## config.mk

```make
export PLATFORM = sky130hd
export DESIGN_NAME = mem_port_arbiter
export DESIGN_NICKNAME = d
export VERILOG_FILES = /design/src/rtl/mem_port_arbiter.sv
export SDC_FILE = /design/constraint.sdc
export NUM_CORES = 1
export LEC_CHECK = 0
export BUFFER_PORTS_ARGS = -buffer_cell sky130_fd_sc_hd__clkbuf_2
export CAP_MARGIN = 5
export CORE_UTILIZATION = 46
export DETAILED_ROUTE_END_ITERATION = 10
export PLACE_DENSITY = 0.79
export SLEW_MARGIN = 10
export SYNTH_ARGS = -nofsm -noshare
export SYNTH_HDL_FRONTEND = slang
export SYNTH_SLANG_ARGS = --single-unit
```

## constraint.sdc

```tcl
create_clock -name clk -period 5.77 [get_ports clk]
set_clock_uncertainty 0.15 [all_clocks]
set_input_delay 1.4425 -clock clk [delete_from_list [all_inputs] [get_ports clk]]
set_output_delay 1.4425 -clock clk [all_outputs]
set_load 0.01 [all_outputs]
```

## src/rtl/mem_port_arbiter.sv

```systemverilog
// rtl/mem_port_arbiter.sv - single RAM port arbiter between fetch (IF) and load/store (LS)
// Optional round-robin tie-break enabled with `define ARB_ROUND_ROBIN_EN.
module mem_port_arbiter #(
    parameter int ADDR_W  = 32,
    parameter int DATA_W  = 32,
    parameter int TIMEOUT = 255
) (
    input  logic              clk,
    input  logic              rst,
    input  logic              if_req,
    input  logic [ADDR_W-1:0] if_addr,
    output logic              if_done,
    output logic              if_err,
    input  logic              ls_req,
    input  logic              ls_we,
    input  logic [ADDR_W-1:0] ls_addr,
    input  logic [DATA_W-1:0] ls_wdata,
    input  logic [1:0]        ls_size,
    output logic              ls_done,
    output logic              ls_err,
    output logic [DATA_W-1:0] rd_data,
    output logic              cs,
    output logic              we,
    output logic              oe,
    output logic [ADDR_W-1:0] address,
    output logic [DATA_W-1:0] ram_data_in,
    output logic [1:0]        data_size,
    input  logic [DATA_W-1:0] ram_data_into_mcu,
    input  logic              ram_ready
);

    localparam int CNT_W = (TIMEOUT < 2) ? 1 : $clog2(TIMEOUT);
    localparam logic [CNT_W-1:0] CNT_LAST = CNT_W'((TIMEOUT == 0) ? 0 : TIMEOUT - 1);
    localparam logic [CNT_W-1:0] CNT_MAX  = {CNT_W{1'b1}};
    localparam logic [1:0]       SIZE_WORD = 2'b10;

    typedef enum logic [1:0] {
        ST_IDLE = 2'b00,
        ST_BUSY = 2'b01,
        ST_DONE = 2'b10
    } state_t;

    state_t             state_q, state_d;
    logic [ADDR_W-1:0]  addr_q, addr_d;
    logic [DATA_W-1:0]  wdata_q, wdata_d;
    logic [1:0]         size_q, size_d;
    logic               hold_we_q, hold_we_d;
    logic               owner_ls_q, owner_ls_d;
    logic               err_q, err_d;
    logic [CNT_W-1:0]   cnt_q, cnt_d;
    logic [DATA_W-1:0]  rd_data_q, rd_data_d;
    logic               grant_ls;

`ifdef ARB_ROUND_ROBIN_EN
    logic               last_ls_q, last_ls_d;

    // On a tie the requester that did not win last time is served.
    always_comb begin
        grant_ls = ls_req && (!if_req || !last_ls_q);
    end
`else
    always_comb begin
        grant_ls = ls_req;
    end
`endif

    always_ff @(posedge clk or posedge rst) begin
        if (rst) begin
            state_q    <= ST_IDLE;
            addr_q     <= '0;
            wdata_q    <= '0;
            size_q     <= SIZE_WORD;
            hold_we_q  <= 1'b0;
            owner_ls_q <= 1'b0;
            err_q      <= 1'b0;
            cnt_q      <= '0;
            rd_data_q  <= '0;
        end else begin
            state_q    <= state_d;
            addr_q     <= addr_d;
            wdata_q    <= wdata_d;
            size_q     <= size_d;
            hold_we_q  <= hold_we_d;
            owner_ls_q <= owner_ls_d;
            err_q      <= err_d;
            cnt_q      <= cnt_d;
            rd_data_q  <= rd_data_d;
        end
    end

`ifdef ARB_ROUND_ROBIN_EN
    always_ff @(posedge clk or posedge rst) begin
        if (rst) begin
            last_ls_q <= 1'b0;
        end else begin
            last_ls_q <= last_ls_d;
        end
    end
`endif

    always_comb begin
        state_d    = state_q;
        addr_d     = addr_q;
        wdata_d    = wdata_q;
        size_d     = size_q;
        hold_we_d  = hold_we_q;
        owner_ls_d = owner_ls_q;
        err_d      = err_q;
        cnt_d      = cnt_q;
        rd_data_d  = rd_data_q;
`ifdef ARB_ROUND_ROBIN_EN
        last_ls_d  = last_ls_q;
`endif
        case (state_q)
            ST_IDLE: begin
                if (ls_req || if_req) begin
                    state_d    = ST_BUSY;
                    cnt_d      = '0;
                    err_d      = 1'b0;
                    owner_ls_d = grant_ls;
`ifdef ARB_ROUND_ROBIN_EN
                    last_ls_d  = grant_ls;
`endif
                    if (grant_ls) begin
                        addr_d    = ls_addr;
                        wdata_d   = ls_wdata;
                        hold_we_d = ls_we;
                        size_d    = (ls_size == 2'b11) ? SIZE_WORD : ls_size;
                    end else begin
                        addr_d    = if_addr;
                        hold_we_d = 1'b0;
                        size_d    = SIZE_WORD;
                    end
                end
            end
            ST_BUSY: begin
                // A ready arriving on the timeout cycle still counts as success.
                if (ram_ready) begin
                    state_d = ST_DONE;
                    err_d   = 1'b0;
                    if (!hold_we_q) begin
                        rd_data_d = ram_data_into_mcu;
                    end
                end else if ((TIMEOUT != 0) && (cnt_q == CNT_LAST)) begin
                    state_d = ST_DONE;
                    err_d   = 1'b1;
                end else if (cnt_q != CNT_MAX) begin
                    cnt_d = cnt_q + CNT_W'(1);
                end
            end
            ST_DONE: begin
                state_d = ST_IDLE;
            end
            default: begin
                state_d = ST_IDLE;
            end
        endcase
    end

    // Every port is a decode of registered state, so strobes never glitch mid-BUSY.
    always_comb begin
        cs          = (state_q == ST_BUSY);
        we          = cs & hold_we_q;
        oe          = cs & ~hold_we_q;
        address     = addr_q;
        ram_data_in = wdata_q;
        data_size   = size_q;
        if_done     = (state_q == ST_DONE) & ~owner_ls_q;
        ls_done     = (state_q == ST_DONE) & owner_ls_q;
        if_err      = if_done & err_q;
        ls_err      = ls_done & err_q;
        rd_data     = rd_data_q;
    end

endmodule

```

==> results by group <==
Outcome
  – Outcome: complete, no violations

Pwr
  – P_sw: 1.12 mW
  – Peak supply drop: roughly 0.27 mV
  – Power share of the clock group: between 10% and 20%
  – Switching share of power: 35.2%
  – P_leak: 3.29 nW
  – Comb pwr share: approximately two fifths
  – PD cells: 505 mW/mm^2
  – Power, Total: 3.17 mW
  – Power share of the sequential group: 42.9%
  – Internal power: slightly above 2 mW

Layout
  – Register area: approximately 0.0028 sq mm
  – Most frequent cells in the layout: clkbuf_2, dfrtp_1, nand2_1
  – Nets: between 700 and 800
  – Antenna cell count: 0
  – Fin util: between 60% and 70%
  – Share of layout cells above drive strength 1: 55.0%
  – Most common cell after layout, fill and taps aside: clkbuf_2
  – Finished Layout Cells: ~730
  – Final instance area: between 0.006 and 0.007 sq mm
  – Area Overhead vs Synth: 30.6%
  – Fill cell count: 812
  – Multi-input logic area: 0.00187 sq mm

Die
  – Rows: 36
  – Die width: 104 um
  – CORE AREA: about 0.01 sq mm
  – Die ar.: roughly 0.011 sq mm
  – Ports: between 200 and 250
  – Die height: about 100 um
  – Initial Utilization: around 48%

Min path
  – Hold Crit Endpoint: address[14]
  – HP Start: address[14]
  – Worst hold path cell count: 2
  – HP Class: reg -> reg

STA
  – Worst slew margin: roughly 44%
  – Hold Vio Cnt, Final: 0
  – F_max: 0.318 GHz
  – RSZ-0062 raised after global routing: no
  – Fin Hold WS: between 0.3 and 0.4 ns
  – Final min period: between 3 and 4 ns
  – Slew @ Worst Pin: between 0.8 and 0.9 ns
  – Slew Limit Fails: 0
  – Final period utilization: 54.4%
  – Final setup fails: 0
  – Setup TNS: 0 ns
  – Final worst slack: 2.63 ns

Critical path
  – CP Launch Type: register
  – Setup crit end kind: output pin
  – R2R setup slack: ~3.8 ns
  – Crit Path Category: reg -> out
  – Critical path data arrival time: 1.55 ns
  – Reg-to-Reg End: ram_data_in[31]
  – Worst r2r src: state_q[0]
  – Crit Path Max Fanout: 6
  – R2R depth: 3
  – Crit path required time: roughly 4.2 ns

Clocking
  – Hold-fix buffers, CTS: 0
  – Clock slew at reported path FFs: around 0.090 ns
  – # H-tree levels: 3
  – Worst-skew pair later-pin latency: between 0.3 and 0.4 ns
  – Post-CTS setup buffers: 0
  – Num CTS Buffers: 9
  – CTS tree: built
  – CTS sink count: 111
  – Clock Tree Root: clkbuf_8
  – Post_cts resized: 0
  – CTS Buffer Depth: 2

Synthesis
  – Yosys cell types: 42
  – Post-Syn Instances: ~360
  – Synthesized flop and latch total: between 100 and 150
  – Asr flop ratio synth: 100%
  – Syn Nets: around 490
  – Yosys warnings: 0
  – Synth Area per Inst: about 14 sq um
  – Synth Flop Type: dfrtp_1
  – Number of synthesized flops with an enable pin: 0
  – Synth Cell Area: around 0.0048 sq mm
  – Post-synthesis sequential area ratio: between 50 and 60%

Global routing
  – GRT overflow: 0
  – Overall routing resource usage: around 22%
  – Largest net degree at the start of global routing: 74
  – First-pass GRT wire length: ~19 mm
  – Vias in the first global route: roughly 3,700
  – Initial antenna violation count: 0

Detailed routing
  – Wire length per cell: about 15 um
  – Routed Antenna Nets: 0
  – Routed vias: about 3,700
  – Drt pass-1 iters: 4
  – DRC viols: 0
  – DR iter-0 viols: about 170
  – Total Wirelength: between 10 and 15 mm
  – Via/cell ratio: approximately 5

Placed design
  – Dpl cell area: ~0.006 sq mm
  – Placed cell count: roughly 700
  – # port buffers: 240
  – Final GP Congestion: around 0.83
  – HPWL after DPL: between 8 and 9 mm
  – Setup Slack @ Placement: 2.38 ns

Run
  – Max Cap Violations: 0
-- power groups by stage --
stage / Combinational, mW / Clock [mW] / Sequential, mW
2_1_floorplan: 0.665 / 0 / 1.51
3_3_place_gp: 1.29 / 0 / 1.36
3_5_place_dp: 1.33 / 0 / 1.38
4_1_cts: 1.33 / 0.514 / 1.36
5_1_grt: 1.43 / 0.547 / 1.41
6_report: 1.31 / 0.498 / 1.36
-- cells in the mapped netlist (all sizes together), types with 3 or more instances --
cell type | instances | area (sq um)
buf | 15 | 136
o31ai | 6 | 45.0
dfrtp | 110 | 2750
mux2 | 64 | 818
clkbuf | 3 | 11.3
and2 | 6 | 40.0
o211ai | 4 | 35.0
o21ai | 34 | 174
nand2 | 37 | 139
a21oi | 3 | 15.0
mux2i | 33 | 330
nor2 | 7 | 28.8
inv | 5 | 18.8
nand4 | 3 | 18.8
-- layout make-up --
cell class,instances,share of cell area (%)
Multi-Input combinational cell,221,29.8
Sequential cell,111,44.2
Tap cell,133,2.65
Inverter,5,0.339
Clock buffer,12,2.31
Timing Repair Buffer,244,19.6
Clock inverter,3,1.08
-- registers in the layout (all words and copies together), names as in the netlist --
signal	cells
address	32
cnt_q	8
data_size	2
err_q	1
hold_we_q	1
owner_ls_q	1
ram_data_in	32
rd_data	32
state_q	2
-- layer usage --
| layer | part of all wire (%) | global-route usage [%] | vias up |
|---|---|---|---|
| met1 | 40 | 25.6 | 1763 |
| met3 | 5.4 | 5.51 | 16 |
| li1 | - | - | 1731 |
| met2 | 53 | 38.8 | 143 |
| met5 | 0 | 0 | - |
| met4 | 1.7 | 6.63 | 0 |
-- worst max-delay path, stage by stage (launching register included) --
cell      delay [ns]
dfrtp_1         0.47
and2b_1         0.28
nor2b_1         0.17
and2_1          0.13
clkbuf_2        0.13
-- worst max path at each step --
stage	from	endpoint	depth (start not counted)
global placement	ls_req	ram_data_in[26]	4
floorplan	rst	address[0]	1
detailed placement	ls_req	ram_data_in[31]	4
finish	state_q[0]	if_err	4
global route	state_q[0]	if_err	4
CTS	state_q[0]	if_err	4
-- logic make-up (layout without fill, tap and decap cells) --
group           after synthesis  in the layout  share of synthesized area, %
mux                          97             97                          23.9
buf+inv                      23            264                          3.46
fa+ha+maj                     2              2                         0.520
simple gates                 63             63                          6.66
xor+xnor                      2              2                         0.364
flops                       111            111                          57.8
compound gates               57             57                          7.31
Note: power is estimated with default switching activity, not from simulation.
